### src/rtl/ghostbus_arb_pkg.sv
// Shared types and constants for the ghostbus RAM arbiter.
package ghostbus_arb_pkg;

  typedef enum logic [1:0] {
    SRC_NONE = 2'd0,
    SRC_HOST = 2'd1,
    SRC_LOC  = 2'd2
  } src_e;

  typedef enum logic {
    ST_DIRECT  = 1'b0,
    ST_DELAYED = 1'b1
  } arb_state_e;

  localparam int STARVE_CW = 4;
  localparam int STAT_W    = 16;

  function automatic logic [STAT_W-1:0] stat_sat_inc(input logic [STAT_W-1:0] v);
    return (&v) ? v : v + STAT_W'(1);
  endfunction

endpackage

### src/rtl/ghostbus_arb_rdpipe.sv
// Read-response routing: tracks the source of each RAM read for two cycles
// and steers the returning ram_rdata to the host or local response port.
module ghostbus_arb_rdpipe
  import ghostbus_arb_pkg::*;
#(
  parameter int DW = 8
) (
  input  logic          clk,
  input  logic          rst,
  input  src_e          tag_i,
  input  logic [DW-1:0] ram_rdata_i,
  output logic          host_rvalid_o,
  output logic [DW-1:0] host_rdata_o,
  output logic          loc_rvalid_o,
  output logic [DW-1:0] loc_rdata_o
);

  src_e tag_s1_q, tag_s2_q;

  // Two-stage tag shift register matching issue -> RAM -> data return
  always_ff @(posedge clk) begin
    if (rst) begin
      tag_s1_q <= SRC_NONE;
      tag_s2_q <= SRC_NONE;
    end else begin
      tag_s1_q <= tag_i;
      tag_s2_q <= tag_s1_q;
    end
  end

  assign host_rvalid_o = (tag_s2_q == SRC_HOST);
  assign loc_rvalid_o  = (tag_s2_q == SRC_LOC);
  assign host_rdata_o  = host_rvalid_o ? ram_rdata_i : '0;
  assign loc_rdata_o   = loc_rvalid_o  ? ram_rdata_i : '0;

endmodule

### src/rtl/ghostbus_ram_arb.sv
// Host/local arbiter for a single-port ghostbus RAM. Host strobes cannot be
// stalled: a one-entry pending register delays a host access by one cycle
// when a starved local request is given a forced slot.
// Optional: define GHOSTBUS_ARB_STATS_EN to add stat_forced / stat_delayed.
module ghostbus_ram_arb
  import ghostbus_arb_pkg::*;
#(
  parameter int AW         = 6,
  parameter int DW         = 8,
  parameter int STARVE_MAX = 4
) (
  input  logic          clk,
  input  logic          rst,
  input  logic [AW-1:0] host_addr,
  input  logic [DW-1:0] host_wdata,
  input  logic          host_we,
  input  logic          host_re,
  output logic [DW-1:0] host_rdata,
  output logic          host_rvalid,
  input  logic          loc_req,
  input  logic          loc_we,
  input  logic [AW-1:0] loc_addr,
  input  logic [DW-1:0] loc_wdata,
  output logic          loc_gnt,
  output logic [DW-1:0] loc_rdata,
  output logic          loc_rvalid,
  output logic          ram_en,
  output logic          ram_we,
  output logic [AW-1:0] ram_addr,
  output logic [DW-1:0] ram_wdata,
  input  logic [DW-1:0] ram_rdata
`ifdef GHOSTBUS_ARB_STATS_EN
  ,
  output logic [STAT_W-1:0] stat_forced,
  output logic [STAT_W-1:0] stat_delayed
`endif
);

  localparam logic [STARVE_CW-1:0] STARVE_LIM = STARVE_CW'(STARVE_MAX);

  arb_state_e           state_q, state_d;
  logic [STARVE_CW-1:0] starve_q, starve_d, starve_inc;
  logic                 pend_we_q, pend_we_d;
  logic [AW-1:0]        pend_addr_q, pend_addr_d;
  logic [DW-1:0]        pend_wdata_q, pend_wdata_d;
  logic                 ram_en_q, ram_we_q;
  logic [AW-1:0]        ram_addr_q;
  logic [DW-1:0]        ram_wdata_q;
  logic                 iss_en, iss_we, gnt_c, forced, from_pend;
  logic [AW-1:0]        iss_addr;
  logic [DW-1:0]        iss_wdata;
  src_e                 iss_tag;
  logic                 host_stb;

  assign host_stb   = host_we | host_re;
  assign starve_inc = (starve_q >= STARVE_LIM) ? STARVE_LIM : starve_q + STARVE_CW'(1);

  // Next-state, issue selection and grant
  always_comb begin
    state_d      = state_q;
    starve_d     = starve_q;
    pend_we_d    = pend_we_q;
    pend_addr_d  = pend_addr_q;
    pend_wdata_d = pend_wdata_q;
    gnt_c        = 1'b0;
    forced       = 1'b0;
    from_pend    = 1'b0;
    iss_en       = 1'b0;
    iss_we       = 1'b0;
    iss_addr     = ram_addr_q;
    iss_wdata    = ram_wdata_q;
    iss_tag      = SRC_NONE;
    case (state_q)
      ST_DIRECT: begin
        if (host_stb && loc_req && (starve_q >= STARVE_LIM)) begin
          forced       = 1'b1;
          gnt_c        = 1'b1;
          iss_en       = 1'b1;
          iss_we       = loc_we;
          iss_addr     = loc_addr;
          iss_wdata    = loc_wdata;
          iss_tag      = loc_we ? SRC_NONE : SRC_LOC;
          pend_we_d    = host_we;
          pend_addr_d  = host_addr;
          pend_wdata_d = host_wdata;
          starve_d     = '0;
          state_d      = ST_DELAYED;
        end else if (host_stb) begin
          iss_en    = 1'b1;
          iss_we    = host_we;
          iss_addr  = host_addr;
          iss_wdata = host_wdata;
          iss_tag   = host_we ? SRC_NONE : SRC_HOST;
          if (loc_req) starve_d = starve_inc;
        end else begin
          gnt_c    = loc_req;
          starve_d = '0;
          if (loc_req) begin
            iss_en    = 1'b1;
            iss_we    = loc_we;
            iss_addr  = loc_addr;
            iss_wdata = loc_wdata;
            iss_tag   = loc_we ? SRC_NONE : SRC_LOC;
          end
        end
      end
      ST_DELAYED: begin
        from_pend = 1'b1;
        iss_en    = 1'b1;
        iss_we    = pend_we_q;
        iss_addr  = pend_addr_q;
        iss_wdata = pend_wdata_q;
        iss_tag   = pend_we_q ? SRC_NONE : SRC_HOST;
        if (host_stb) begin
          pend_we_d    = host_we;
          pend_addr_d  = host_addr;
          pend_wdata_d = host_wdata;
        end else begin
          state_d = ST_DIRECT;
        end
        if (loc_req) starve_d = starve_inc;
      end
      default: state_d = ST_DIRECT;
    endcase
  end

  // State, pending entry and registered RAM interface
  always_ff @(posedge clk) begin
    if (rst) begin
      state_q      <= ST_DIRECT;
      starve_q     <= '0;
      pend_we_q    <= 1'b0;
      pend_addr_q  <= '0;
      pend_wdata_q <= '0;
      ram_en_q     <= 1'b0;
      ram_we_q     <= 1'b0;
      ram_addr_q   <= '0;
      ram_wdata_q  <= '0;
    end else begin
      state_q      <= state_d;
      starve_q     <= starve_d;
      pend_we_q    <= pend_we_d;
      pend_addr_q  <= pend_addr_d;
      pend_wdata_q <= pend_wdata_d;
      ram_en_q     <= iss_en;
      ram_we_q     <= iss_en & iss_we;
      ram_addr_q   <= iss_addr;
      ram_wdata_q  <= iss_wdata;
    end
  end

  assign loc_gnt   = gnt_c & ~rst;
  assign ram_en    = ram_en_q;
  assign ram_we    = ram_we_q;
  assign ram_addr  = ram_addr_q;
  assign ram_wdata = ram_wdata_q;

  ghostbus_arb_rdpipe #(.DW(DW)) u_rdpipe (
    .clk          (clk),
    .rst          (rst),
    .tag_i        (iss_tag),
    .ram_rdata_i  (ram_rdata),
    .host_rvalid_o(host_rvalid),
    .host_rdata_o (host_rdata),
    .loc_rvalid_o (loc_rvalid),
    .loc_rdata_o  (loc_rdata)
  );

`ifdef GHOSTBUS_ARB_STATS_EN
  logic [STAT_W-1:0] stat_forced_q, stat_delayed_q;

  // Saturating event counters for forced slots and delayed host issues
  always_ff @(posedge clk) begin
    if (rst) begin
      stat_forced_q  <= '0;
      stat_delayed_q <= '0;
    end else begin
      if (forced)    stat_forced_q  <= stat_sat_inc(stat_forced_q);
      if (from_pend) stat_delayed_q <= stat_sat_inc(stat_delayed_q);
    end
  end

  assign stat_forced  = stat_forced_q;
  assign stat_delayed = stat_delayed_q;
`else
  logic unused_stats;
  assign unused_stats = forced ^ from_pend;
`endif

endmodule

### config.mk
export PLATFORM = sky130hd
export DESIGN_NAME = ghostbus_ram_arb
export DESIGN_NICKNAME = d
export VERILOG_FILES = /design/src/rtl/ghostbus_arb_pkg.sv /design/src/rtl/ghostbus_arb_rdpipe.sv /design/src/rtl/ghostbus_ram_arb.sv
export SDC_FILE = /design/constraint.sdc
export NUM_CORES = 1
export LEC_CHECK = 0
export BUFFER_PORTS_ARGS = -buffer_cell sky130_fd_sc_hd__buf_2
export CORE_ASPECT_RATIO = 0.75
export CORE_MARGIN = 4
export CORE_UTILIZATION = 50
export DETAILED_ROUTE_END_ITERATION = 10
export PLACE_DENSITY_LB_ADDON = 0.08
export SLEW_MARGIN = 20
export SYNTH_ARGS = -nofsm -noshare
export SYNTH_HDL_FRONTEND = slang
export SYNTH_SLANG_ARGS = --single-unit
### constraint.sdc
create_clock -name clk -period 4 [get_ports clk]
set_clock_uncertainty 0.15 [all_clocks]
set_input_delay 0.8 -clock clk [delete_from_list [all_inputs] [get_ports clk]]
set_output_delay 0.8 -clock clk [all_outputs]
set_load 0.03 [all_outputs]
After elaboration in Yosys (flattened, before gate mapping):

Cells that the tools add are included.
Widths: inputs -> output; s select.

* latch bits: 0
* memory bits (read-only): 0
* memory bits (writable): 0
* memories kept: 0
* logic and storage cells: 71
* input port bits: 42
* output and inout bits: 35
* register bits: 40

* mux-type cells: 45
* shift operators: 0
* bitwise logic cells: 5
* add/sub/neg operators: 1
* $lt $le $gt $ge: 1
* multipliers: 0
* equal/unequal tests: 5
* divide/modulo/power cells: 0
* reductions and logical operators: 3

Operators with widths (count)
* $mux 8: 7
* $pmux 8 s2: 2
* $mux 6: 5
* $pmux 6 s2: 2
* $mux 4: 4
* $mux 1: 15
* $mux 2: 4
* $pmux 1 s2: 4
* $pmux 4 s2: 1
* $add 4x1->4 const B: 1
* $ge 4x3->1 const B: 1
* $ne 4x4->1 const B: 1
* $pmux 2 s2: 1
* $and 1x1->1: 2
* $eq 2x1->1 const B: 1
* $eq 2x2->1 const B: 1
* $logic_and 1x1->1: 2
* $ne 2x1->1 const B: 1
* $ne 2x2->1 const B: 1
* $not 1->1: 2
* $reduce_and 2->1: 1
* $or 1x1->1: 1

Longest topological paths before layout:

* word-level depth: 6
* depth in mapped cells: 5
* mapped depth without buffers: 4

Cells and area by module:

From an unflattened synthesis, not the netlist that was laid out.

* cells, all modules: 252
* area total of the unflattened synthesis: 2264.7 µm²

Modules (own cells, without submodules)
* ghostbus_ram_arb: cells each 224, instances 1, area an instance 1991.9 µm², seq. area each 720.7 µm²
* ghostbus_arb_rdpipe: cells each 28, instances 1, area an instance 272.8 µm², seq. area each 80.1 µm²

Worst setup path after synthesis:

OpenSTA, ideal clock, no wires.

* path type: input-to-output
* start: input loc_req
* end: output loc_gnt
* path slack: 1.142 ns
* stages: 4
* required time: 3.050 ns
* arrival: 1.908 ns
* buffers on the path: 1
* cells stage by stage: buf_6 o21ai_4 a21o_1 nor3_1

* longest elaborated chain between the ends: 5
* elaborated cells on any way between the ends: 6
* those cells by class: 3 x mux; 1 x bitwise; 2 x reduce/logical

RTL lines
* start, declared: line ghostbus_ram_arb.sv:20 `input logic loc_req,`
* $logic_and 1x1->1 (2 in series): line ghostbus_ram_arb.sv:75 `if (host_stb && loc_req && (starve_q >= STARVE_LIM)) begin`
* $mux 1 *: line ghostbus_ram_arb.sv:75
* $mux 1 *: line ghostbus_ram_arb.sv:73 `case (state_q)`
* $and 1x1->1 *: line ghostbus_ram_arb.sv:152 `assign loc_gnt = gnt_c & ~rst;`
* end, declared: line ghostbus_ram_arb.sv:24 `output logic loc_gnt,`

Every way passes the cells marked *; elsewhere a longest branch is shown, timed or not.

Worst setup path after layout:

Same ends and word-level chain as after synthesis.

==> results_dict.tcl <==
set metrics [dict create \
    worst_hold_startpoint "u_rdpipe.tag_s1_q[0]" \
    placement.setup.worst_slack_ns 1.15 \
    synthesis.instances 233 \
    min_period_over_period 0.720 \
    hold_slack_ns 0.293 \
    overflow 0 \
    r2r.worst_path.cells 3 \
    crit_chain "buf_2 -> o21ai_4 -> a21o_1 -> nor3_1 -> buf_2" \
    setup_viol 0 \
    peakVddDrop_v 0.000265 \
    drt_drc_violations_left 0 \
    ios 77 \
    area_growth_pct 20.8 \
    die_w_um 81.1 \
    hold_path_class "reg -> reg" \
    start_util 0.534 \
    cts_tree "yes" \
    antenna_found_initial 0 \
    p_int_uw 581 \
    holdBufCountCts 0 \
    number_of_global_route_vias_before_repair 1683 \
    cap_violations 0 \
    worstSetupEndpointType "output port" \
    rsz0062_at_grt "false" \
    startpoint_type "input pin" \
    insertion_delay_ns 0.29 \
    fmax_mhz 347 \
    sw_frac_of_total 0.281 \
    number_of_distinct_library_cells_after_synthesis 37 \
    clk_path_buf_depth 2 \
    timing.critical_path.fanout_max 18 \
    path_class "in -> out" \
    fin_ws_ns 1.12 \
    maximum_number_of_pins_on_one_net_before_global_route_repair 31 \
    cts_root_buffer "sky130_fd_sc_hd__clkbuf_8" \
    die_y_um 62.9 \
    timing.final.crit_period_ns 2.88 \
    ctsHtreeMaxLevel 2 \
    cpLargestDelayFamily "compound AO/OA/AOI/OAI gates" \
    drv_slew 0 \
    leakage_power_figure_uw 0.00107 \
    max-slew-margin-rel 0.274 \
    fraction_of_the_yosys_area_taken_by_sequential_cells 0.399 \
    gr-usage-all-layers 0.209 \
    diodes 0 \
    detail-route-antenna-nets 0 \
    synth_area_per_cell_um2 8.61 \
    design.core.area_mm2 0.00376 \
    drt_first_pass_iters 4 \
    drive_gt1_frac 0.314 \
    post_cts.repair.setup_buffers 0 \
    commonest_register_cell_after_synthesis "sky130_fd_sc_hd__dfxtp_1" \
    mostFrequentLayoutCell "sky130_fd_sc_hd__buf_2" \
    ys_warn_count 0 \
    num_rows 19 \
    setup.reg_to_reg.worst_slack_ns 1.55 \
    rr_startpoint "state_q" \
    outcome "finished, final reports clean" \
    first_pass_grt_wire_length_um 8360 \
    powerDensity_mw_per_mm2 333 \
    drt_first_iter_violations 115 \
    via_per_inst 5.61 \
    num_vias 1953 \
    floorplan_die_area_mm2 0.00510 \
    resize_count_post_cts 0 \
    share_clk_of_total_power 0.314 \
    number_of_fillers_in_the_final_layout 355 \
    finalHoldViolations 0 \
    cp.buffers_inverters 2 \
    worst_hold_path.endpoint "u_rdpipe.tag_s2_q[0]" \
    synth.net_count 276 \
    nNetsFinal 339 \
    final_cell_mix "76 x sky130_fd_sc_hd__buf_2, 40 x sky130_fd_sc_hd__dfxtp_1, 29 x sky130_fd_sc_hd__nand2_1" \
    async_flop_share 0 \
    min_path_cells 1 \
    totalNegativeSetupSlack_ns 0 \
    worst_path_max_delay_cell "sky130_fd_sc_hd__a21o_1" \
    combinationalPowerShare 0.165 \
    cp_slowest_stage_delay_ns 0.26 \
    post_detailed_routing_wire_length_um 5370 \
    cts_num_sinks 40 \
    p_switching_uw 227 \
    synth_enable_flop_cells 0 \
    mappedNetlistArea_mm2 0.00201 \
    cts-buffers-inserted 5 \
    worst_slew_pin_slew_ns 1.09 \
    critical_path_required_ns 3.05 \
    dpl.hpwl_um 3580 \
    power.sequential.fraction 0.521 \
    timing.critical_path.arrival_ns 1.93 \
    numPortBuffers 76 \
    clk_pin_slew_worst_paths_ns 0.07 \
    path_common_cell "sky130_fd_sc_hd__buf_2" \
    ys_ff_latch 40 \
    place_congestion 0.770 \
    wire_per_inst_um 15.4 \
    crit-reg2reg-capture "pend_addr_q[5]" \
]
==> routing by layer <==
metal | routed length (um) | global-route usage | part of all wire
met2 | 2430 | 0.317 | 0.45
met4 | 83 | 0.0781 | 0.015
met3 | 503 | 0.0548 | 0.094
met5 | 0 | 0 | 0
met1 | 2350 | 0.282 | 0.44
==> how the worst max path moves through the flow <==
stage                        from  endpoint  slack [ns]  cells after the start
after global placement    loc_req   loc_gnt        1.18                      5
final                     loc_req   loc_gnt        1.12                      5
after CTS                 loc_req   loc_gnt        1.15                      5
after detailed placement  loc_req   loc_gnt        1.15                      5
after global routing      loc_req   loc_gnt        1.06                      5
after floorplan           loc_req   loc_gnt        1.14                      4
==> through the flow <==
step / total power [uW] / instance area [um^2] / instances / util
2_1_floorplan: 515 / 2010 / 233 / -
3_3_place_gp: 563 / 2350 / 341 / 0.625
3_5_place_dp: 563 / 2350 / 341 / 0.625
4_1_cts: 811 / 2420 / 348 / 0.645
5_1_grt: 843 / 2420 / 348 / 0.645
6_report: 808 / 2420 / 348 / 0.645
==> worst register-to-register path: stages, from the launching register on <==
cell and delay [ns]:
sky130_fd_sc_hd__dfxtp_1 0.90, sky130_fd_sc_hd__inv_1 0.16, sky130_fd_sc_hd__a21oi_2 0.89, sky130_fd_sc_hd__mux2i_1 0.28
==> sequential cells by signal, summed over array words and instances, names as in the netlist <==
name               cells
pend_addr_q            6
pend_wdata_q           8
pend_we_q              1
ram_addr               6
ram_en                 1
ram_wdata              8
ram_we                 1
starve_q               4
state_q                1
u_rdpipe.tag_s1_q      2
u_rdpipe.tag_s2_q      2
==> cells by family (layout without fill, tap and decap cells) <==
logic type               count (synthesis)  after routing  synth area share
flip-flops                              40             40             0.399
AND/OR/NAND/NOR                         91             91             0.239
buffers and inverters                   26             89            0.0692
multiplexers                            15             15            0.0749
adder cells (fa/ha/maj)                  1              1           0.00624
AO/OA/AOI/OAI                           60             60             0.211
==> area by class of cell <==
type	instances	area (um^2)	area share
well taps	52	65.1	0.0268
multi-input cells	167	1070	0.440
flip-flops and latches	40	801	0.330
clock inverters	1	5.00	0.00207
clock buffers	6	72.6	0.0299
repair buffers	79	403	0.166
inverters	3	11.3	0.00465
==> cells in the mapped netlist (6+ instances only) <==
| library cell | count | share of area |
|---|---|---|
| sky130_fd_sc_hd__dfxtp_1 | 40 | 0.40 |
| sky130_fd_sc_hd__nand2_1 | 29 | 0.054 |
| sky130_fd_sc_hd__and2_1 | 17 | 0.053 |
| sky130_fd_sc_hd__a21oi_1 | 16 | 0.040 |
| sky130_fd_sc_hd__mux2i_1 | 15 | 0.075 |
| sky130_fd_sc_hd__nand4_1 | 14 | 0.044 |
| sky130_fd_sc_hd__o211ai_1 | 14 | 0.052 |
| sky130_fd_sc_hd__nor2_1 | 13 | 0.024 |
| sky130_fd_sc_hd__clkbuf_1 | 10 | 0.019 |
| sky130_fd_sc_hd__a311oi_1 | 9 | 0.039 |
| sky130_fd_sc_hd__buf_2 | 7 | 0.017 |
| sky130_fd_sc_hd__a31oi_1 | 6 | 0.019 |
==> power groups by stage <==
stage          combinational (uW)  clock [uW]  sequential [uW]
2_1_floorplan                59.2           0              456
3_3_place_gp                  133           0              430
3_5_place_dp                  133           0              430
4_1_cts                       134         256              421
5_1_grt                       145         275              423
6_report                      133         254              421
Power figures use the tool's default switching activity.
